## src/rtl/nco_wave_interp_if.sv

```systemverilog
// Stream and table-write signals between the NCO front end and the interpolator.
// The master side offers phases, writes tables and consumes samples; the slave
// side is the interpolator itself.
interface nco_wave_interp_if #(
  parameter int PHASE_W  = 32,
  parameter int IDX_W    = 5,
  parameter int SAMPLE_W = 16
);
  // Phase input stream
  logic                       phase_valid;
  logic [PHASE_W-1:0]         phase;
  logic                       phase_ready;

  // Run-time table write port
  logic                       tbl_we;
  logic [IDX_W-1:0]           tbl_addr;
  logic signed [SAMPLE_W-1:0] tbl_wave;
  logic signed [SAMPLE_W-1:0] tbl_slope;

  // Sample output stream
  logic                       sample_valid;
  logic signed [SAMPLE_W-1:0] sample;
  logic                       sample_ready;

  modport master (
    output phase_valid, phase, tbl_we, tbl_addr, tbl_wave, tbl_slope, sample_ready,
    input  phase_ready, sample_valid, sample
  );

  modport slave (
    input  phase_valid, phase, tbl_we, tbl_addr, tbl_wave, tbl_slope, sample_ready,
    output phase_ready, sample_valid, sample
  );
endinterface

```

## src/rtl/nco_wave_interp.sv

```systemverilog
// Wavetable interpolator behind the NCO phase accumulator.
// The top IDX_W phase bits select a waveform entry and its slope; the next
// FRAC_W bits scale the slope. Three stages (lookup, multiply, add+saturate)
// advance together under a single enable, so bubbles are kept and order is
// preserved. Tables are writable at any time, independent of the enable.
module nco_wave_interp #(
  parameter int PHASE_W  = 32,
  parameter int IDX_W    = 5,
  parameter int FRAC_W   = 11,
  parameter int SAMPLE_W = 16
) (
  input logic               master_clk,
  input logic               rst,
  nco_wave_interp_if.slave  bus
);

  localparam int DEPTH  = 1 << IDX_W;
  localparam int PROD_W = SAMPLE_W + FRAC_W + 1;
  localparam int SUM_W  = SAMPLE_W + 1;

  // Tables
  logic signed [SAMPLE_W-1:0] wave_q  [DEPTH];
  logic signed [SAMPLE_W-1:0] slope_q [DEPTH];

  // Pipeline state
  logic                       v1_q, v2_q, v3_q;
  logic [FRAC_W-1:0]          frac1_q;
  logic signed [SAMPLE_W-1:0] wave1_q, slope1_q;
  logic signed [SAMPLE_W-1:0] wave2_q;
  logic signed [PROD_W-1:0]   prod2_q;
  logic signed [SAMPLE_W-1:0] sample_q;

  // Combinational next-state values
  logic [IDX_W-1:0]           idx_d;
  logic [FRAC_W-1:0]          frac_d;
  logic signed [PROD_W-1:0]   prod_d;
  logic signed [SUM_W-1:0]    sum_d;
  logic signed [SAMPLE_W-1:0] sample_d;
  logic                       en;

  // Phase bits below the fraction are truncated on purpose.
  logic unused_phase_lsbs;
  assign unused_phase_lsbs = ^bus.phase[PHASE_W-IDX_W-FRAC_W-1:0];

  assign idx_d  = bus.phase[PHASE_W-1 -: IDX_W];
  assign frac_d = bus.phase[PHASE_W-IDX_W-1 -: FRAC_W];

  // Whole pipeline moves when the output slot is empty or being drained.
  assign en               = !v3_q || bus.sample_ready;
  assign bus.phase_ready  = en;
  assign bus.sample_valid = v3_q;
  assign bus.sample       = sample_q;

  // Table storage: cleared on reset, written whenever tbl_we is high.
  // NOTE: the tables must read back as zero after reset, so they are built
  // from resettable flops rather than a RAM macro that could not be cleared.
  // A same-edge write and S1 read of one address naturally yields the old value.
  always_ff @(posedge master_clk) begin
    if (!rst) begin
      for (int i = 0; i < DEPTH; i++) begin
        wave_q[i]  <= '0;
        slope_q[i] <= '0;
      end
    end else if (bus.tbl_we) begin
      wave_q[bus.tbl_addr]  <= bus.tbl_wave;
      slope_q[bus.tbl_addr] <= bus.tbl_slope;
    end
  end

  // Multiply and add/saturate datapath between the stage registers.
  // NOTE: every output is assigned a default first so no path leaves a
  // variable unassigned, which would infer a latch.
  always_comb begin
    prod_d   = '0;
    sum_d    = '0;
    sample_d = sample_q;

    prod_d = slope1_q * $signed({1'b0, frac1_q});
    // Arithmetic shift floors negative products toward minus infinity.
    sum_d  = SUM_W'(wave2_q) + SUM_W'(prod2_q >>> FRAC_W);

    if (sum_d[SUM_W-1] != sum_d[SUM_W-2]) begin
      sample_d = sum_d[SUM_W-1] ? {1'b1, {(SAMPLE_W-1){1'b0}}}
                                : {1'b0, {(SAMPLE_W-1){1'b1}}};
    end else begin
      sample_d = sum_d[SAMPLE_W-1:0];
    end
  end

  // Three lock-step pipeline stages: lookup, multiply, add+saturate.
  // NOTE: stage registers use non-blocking assignments so each stage reads the
  // value its predecessor held before this edge, not the one being written.
  always_ff @(posedge master_clk) begin
    if (!rst) begin
      v1_q     <= 1'b0;
      v2_q     <= 1'b0;
      v3_q     <= 1'b0;
      frac1_q  <= '0;
      wave1_q  <= '0;
      slope1_q <= '0;
      wave2_q  <= '0;
      prod2_q  <= '0;
      sample_q <= '0;
    end else if (en) begin
      v1_q     <= bus.phase_valid;
      frac1_q  <= frac_d;
      wave1_q  <= wave_q[idx_d];
      slope1_q <= slope_q[idx_d];
      v2_q     <= v1_q;
      wave2_q  <= wave1_q;
      prod2_q  <= prod_d;
      v3_q     <= v2_q;
      sample_q <= sample_d;
    end
  end

endmodule

```

## src/flat_wrapper.sv

```systemverilog
// flat-port wrapper written by rule: the top's interface ports become plain ports
module nco_wave_interp_flat 
#(
  parameter int PHASE_W  = 32,
  parameter int IDX_W    = 5,
  parameter int FRAC_W   = 11,
  parameter int SAMPLE_W = 16
)
  (master_clk, rst, bus_phase_valid, bus_phase, bus_tbl_we, bus_tbl_addr, bus_tbl_wave, bus_tbl_slope, bus_sample_ready, bus_phase_ready, bus_sample_valid, bus_sample);
  nco_wave_interp_if #(.PHASE_W(PHASE_W), .IDX_W(IDX_W), .SAMPLE_W(SAMPLE_W)) bus_i ();
  input logic master_clk;
  input logic rst;
  input wire logic [$bits(bus_i.phase_valid)-1:0] bus_phase_valid;
  input wire logic [$bits(bus_i.phase)-1:0] bus_phase;
  input wire logic [$bits(bus_i.tbl_we)-1:0] bus_tbl_we;
  input wire logic [$bits(bus_i.tbl_addr)-1:0] bus_tbl_addr;
  input wire logic [$bits(bus_i.tbl_wave)-1:0] bus_tbl_wave;
  input wire logic [$bits(bus_i.tbl_slope)-1:0] bus_tbl_slope;
  input wire logic [$bits(bus_i.sample_ready)-1:0] bus_sample_ready;
  output wire logic [$bits(bus_i.phase_ready)-1:0] bus_phase_ready;
  output wire logic [$bits(bus_i.sample_valid)-1:0] bus_sample_valid;
  output wire logic [$bits(bus_i.sample)-1:0] bus_sample;
  assign bus_i.phase_valid = bus_phase_valid;
  assign bus_i.phase = bus_phase;
  assign bus_i.tbl_we = bus_tbl_we;
  assign bus_i.tbl_addr = bus_tbl_addr;
  assign bus_i.tbl_wave = bus_tbl_wave;
  assign bus_i.tbl_slope = bus_tbl_slope;
  assign bus_i.sample_ready = bus_sample_ready;
  assign bus_phase_ready = bus_i.phase_ready;
  assign bus_sample_valid = bus_i.sample_valid;
  assign bus_sample = bus_i.sample;
  nco_wave_interp #(.PHASE_W(PHASE_W), .IDX_W(IDX_W), .FRAC_W(FRAC_W), .SAMPLE_W(SAMPLE_W)) u_core (.master_clk(master_clk), .rst(rst), .bus(bus_i));
endmodule
```

## config.mk

```make
export PLATFORM = sky130hd
export DESIGN_NAME = nco_wave_interp_flat
export DESIGN_NICKNAME = d
export VERILOG_FILES = /design/src/rtl/nco_wave_interp_if.sv /design/src/rtl/nco_wave_interp.sv /design/src/flat_wrapper.sv
export SDC_FILE = /design/constraint.sdc
export NUM_CORES = 2
export LEC_CHECK = 0
export CAP_MARGIN = 10
export CORE_MARGIN = 2
export CORE_UTILIZATION = 40
export CTS_BUF_LIST = sky130_fd_sc_hd__clkbuf_8
export CTS_CLUSTER_SIZE = 40
export DETAILED_ROUTE_END_ITERATION = 8
export HOLD_SLACK_MARGIN = 0.06
export PLACE_DENSITY_LB_ADDON = 0.05
export SYNTH_ARGS = -nofsm -noshare
export SYNTH_HDL_FRONTEND = slang
export SYNTH_SLANG_ARGS = --single-unit
```

## constraint.sdc

```tcl
create_clock -name master_clk -period 15.04 [get_ports master_clk]
set_input_delay 3.76 -clock master_clk [delete_from_list [all_inputs] [get_ports master_clk]]
set_output_delay 3.76 -clock master_clk [all_outputs]
set_load 0.005 [all_outputs]
```

; ---- Yosys cells after proc, flatten, opt, wreduce, memory -nomap -nowiden
; Memory sizes are Yosys's and may differ from the RTL's. A register that Yosys moved wholly into a read port is not among the register bits.
; Index checks and enable logic that the tools add are counted.
[totals]
inputBits = 74
elab_cells = 30
register_bits = 74
mem_count = 2
out_inout_bits = 18
ramBits = 1024
[mem_list]
columns = memory, depth, width, rd, rd_clocked_by_memory_dff, write_ports, line_no
row1 = u_core.slope_q, 32, 16, 1, 1, 32, nco_wave_interp.sv:23  ; logic signed [SAMPLE_W-1:0] slope_q [DEPTH];
row2 = u_core.wave_q, 32, 16, 1, 1, 32, nco_wave_interp.sv:22  ; logic signed [SAMPLE_W-1:0] wave_q [DEPTH];
[classes]
reduce_logical = 6
addsub = 1
muxes = 12
n_eq_ne = 1
multipliers = 1
[ops]
columns = operator, n
row1 = 2-to-1 mux 16 bit, 4
row2 = OR reduction 16 bit, 2
row3 = multiplier 16 x 12 -> 28 bit, 1
row4 = adder 16 x 17 -> 17 bit, 1
row5 = 2-to-1 mux 5 bit, 2
row6 = 2-to-1 mux 1 bit, 6
row7 = zero test 1 bit, 3
row8 = logical OR 1 bit, 1
row9 = != test 1 bit, 1

; ---- Depth between registers and ports, before layout
[depth]
word_depth = 5
mapped_depth = 22
mapped_depth_nobuf = 20

; ---- Worst setup path before layout
; Ideal clock, no wire load.
[synth_timing]
path_type = input to output
startpoint = in bus_sample_ready
endpoint = out bus_phase_ready
n_path_buf = 2
required_time_ps = 11280
arrival_ps = 4559
setup_slack_ps = 6721
stages = 4
path_cell_list = nor2b_1 > inv_2 > clkbuf_1 > buf_1
[synth_via]
elab_chain_len = 1
[synth_lines]
columns = element, line_no
row1 = start: declaration, flat_wrapper.sv:19  ; input wire logic [$bits(bus_i.sample_ready)-1:0] bus_sample_ready;
row2 = logical OR 1 bit, nco_wave_interp.sv:49  ; assign en = !v3_q || bus.sample_ready;
row3 = end: declaration, flat_wrapper.sv:20  ; output wire logic [$bits(bus_i.phase_ready)-1:0] bus_phase_ready;
; No other way between the ends.

; ---- Final worst setup path
; Ends and elaborated chain as after synthesis.

==> run summary <==
DP Wirelength -> 90600 µm
Worst R2R Path Depth -> 18
post-route DRC violation count -> 0
Crit path max-delay family -> buffers and inverters
VDD IR max -> 0.0648 mV
core area -> 141000 µm²
clock latency on the worst-skew pair -> 900 ps
Final min period -> 9410 ps
post-route ant nets -> 0
RSZ-0062 raised after global routing -> false
initial antenna violation count -> 25
Primary FF master, synth -> edfxtp_1
R2R Setup Slk -> 8920 ps
Hold Vio Cnt, Final -> 0
Cells after Synth -> 3984
worst-case clock buffer depth -> 3
most frequent cells in the layout -> and2_1 (1081), edfxtp_1 (1024), mux4_2 (320), inv_1 (295), nand2_1 (254)
Startpoint Class -> input port
Gate power share -> 0.157
Synth area leader -> edfxtp_1
CP arrival -> 5650 ps
fmax -> 0.106 GHz
Crit path depth -> 5
period utilization -> 0.626
crit path max fanout -> 47
first-pass GRT wire length -> 241000 µm
Yosys top cell area share -> 0.542
Post-CTS Setup Inserts -> 0
WL final -> 165000 µm
switching portion of total power -> 0.278
Mapped Area -> 56700 µm²
CP required -> 11280 ps
Internal -> 5.42 mW
die area -> 145000 µm²
commonest non-fill, non-tap cell in the layout -> and2_1
drt pass-1 iters -> 7
Yosys reg bits -> 1119
syn avg cell area -> 14.2 µm²
sequential power share -> 0.493
Min-Delay Path Class -> register to register
CP dominant cell by count -> clkdlybuf4s50_1
top cells by area, synth -> edfxtp_1 (54%), mux4_2 (13%), and2_1 (12%)
clock sink count -> 1119
Synth cell types -> 64
Buf/Inv on CP -> 4
clock network fraction of design power -> 0.350
slowest stage delay, CP -> 540 ps
gr usage total -> 0.232
Syn-to-layout area delta -> 11.9%
CP Cell Sequence -> clkdlybuf4s50_1 -> nor2b_4 -> buf_4 -> inv_4 -> clkdlybuf4s50_1
maxcap violations -> 0
Hold Crit Endpoint -> u_core.prod2_q[25]
via count -> 31500
Setup crit end kind -> primary output
routed vias/inst -> 5.19
htree depth -> 4
I/O pin total -> 92
setup TNS -> 0 ps
WS Path Type -> input port to primary output
Switch Pwr -> 2.09 mW
Post-synth EDFFs -> 1024
slowest cell on the critical path -> clkdlybuf4s50_1
layout cells sized above 1 -> 0.178
Clock Tree Root -> clkbuf_8
# hold bufs at CTS -> 0
status -> completed
Final Skew -> 47.4 ps
WHS Path Cells -> 2
Rows -> 138
Worst-path clk slew -> 60 ps
Die Y -> 381 µm
global route overflow -> 0
Worst slew margin -> 0.194
Avg WL per Cell -> 27.2 µm
worst hold start -> u_core.prod2_q[25]
leakage -> 23.5 nW
worst r2r src -> u_core.frac1_q[4]
Synth warnings -> 0
syn nets -> 4293
asr flop ratio synth -> 0
fin nets -> 4316
Worst-Margin Slew -> 1210 ps
Iteration-0 DRC Markers -> 2494
Setup WS post-layout -> 5630 ps
Die W -> 381 µm
I/O Buffers -> 75
largest net degree at the start of global routing -> 75
number of CTS-inserted buffers -> 197
CTS tree -> built
post-cts resize count -> 0
RePlAce Congestion -> 0.775
Final Slew Violations -> 0
Final setup viols -> 0
sequential share of the synthesized area -> 0.575
Initial Util -> 0.402
worst r2r dst -> u_core.prod2_q[25]
pre-CTS WS -> 5590 ps
vias in the first global route -> 33500
pwr dens -> 118 nW/µm²
stage by stage:
step | cell area [µm²] | hold WS, ps | instances | utilization | power (mW)
final | 63500 | 456 | 6070 | 0.449 | 7.51
after CTS | 63400 | 460 | 6058 | 0.449 | 7.62
after detailed placement | 59800 | 451 | 5697 | 0.424 | 4.97
after floorplan | 56700 | 430 | 3984 | - | 4.52
after global routing | 63500 | 498 | 6060 | 0.449 | 7.86
after global placement | 59800 | 445 | 5697 | 0.424 | 4.96
state kept, by name, summed over array words and instances (netlist names):
register / flops
u_core.v1_q: 1
u_core.v2_q: 1
u_core.slope1_q: 16
u_core.bus.sample_valid: 1
u_core.wave1_q: 16
u_core.wave2_q: 16
u_core.frac1_q: 11
u_core.slope_q: 512
u_core.bus.sample: 16
u_core.prod2_q: 17
u_core.wave_q: 512
cells in the mapped netlist (all sizes together), types with 10 or more instances:
| master | instances |
|---|---|
| a21boi | 31 |
| nand3 | 11 |
| inv | 226 |
| edfxtp | 1024 |
| clkbuf | 303 |
| maj3 | 12 |
| nand2 | 254 |
| xnor2 | 24 |
| dfxtp | 95 |
| and2 | 1081 |
| buf | 44 |
| xor2 | 10 |
| a21o | 12 |
| mux2i | 32 |
| nor2 | 49 |
| fa | 161 |
| a21oi | 30 |
| o21ai | 74 |
| o211a | 34 |
| ha | 74 |
| nor3 | 11 |
| mux4 | 320 |
worst max path at each step:
stage,endpoint,slack (ps),start
2_1_floorplan,bus_phase_ready,6720,bus_sample_ready
3_3_place_gp,bus_phase_ready,5590,bus_sample_ready
3_5_place_dp,bus_phase_ready,5590,bus_sample_ready
4_1_cts,bus_phase_ready,5580,bus_sample_ready
5_1_grt,bus_phase_ready,5530,bus_sample_ready
6_report,bus_phase_ready,5630,bus_sample_ready
kinds of logic (layout without fill, tap and decap cells):
family	Yosys count	count (layout)	synth area share
flops	1119	1119	0.575
other cells	0	11	0
simple gates	1442	1442	0.146
buf+inv	573	758	0.0388
fa+ha+maj	247	247	0.0754
compound gates	217	217	0.0267
xor+xnor	34	34	0.00525
mux	352	352	0.133
metal layers:
metal / up-vias / GRT usage / share of wire
met1: 16400 / 0.318 / 0.44
met5: - / 0 / 0.00024
met2: 766 / 0.390 / 0.50
met4: 6 / 0.0526 / 0.017
li1: 14100 / - / -
met3: 195 / 0.0358 / 0.047
power by group through the flow:
stage	clock, mW	sequential [mW]	combinational (mW)
floorplan	0	3.71	0.804
global placement	0	3.76	1.20
detailed placement	0	3.77	1.20
CTS	2.71	3.70	1.21
global route	2.84	3.72	1.30
finish	2.63	3.70	1.18
tightest hold or removal path, stage by stage (launching register included):
cell     delay (ps)
dfxtp_1         310
nand2_1          50
o21ai_1          50
area by class of cell:
cell class / instances / area [µm²]
Clock inverter: 157 / 793
Fill cell: 12700 / 77800
Sequential cell: 1119 / 32700
Antenna cell: 11 / 27.5
Tap cell: 1890 / 2360
Inverter: 226 / 851
Multi-Input combinational cell: 2292 / 22500
Clock buffer: 204 / 2810
Timing Repair Buffer: 171 / 1500
Note: power is estimated with default switching activity, not from simulation.
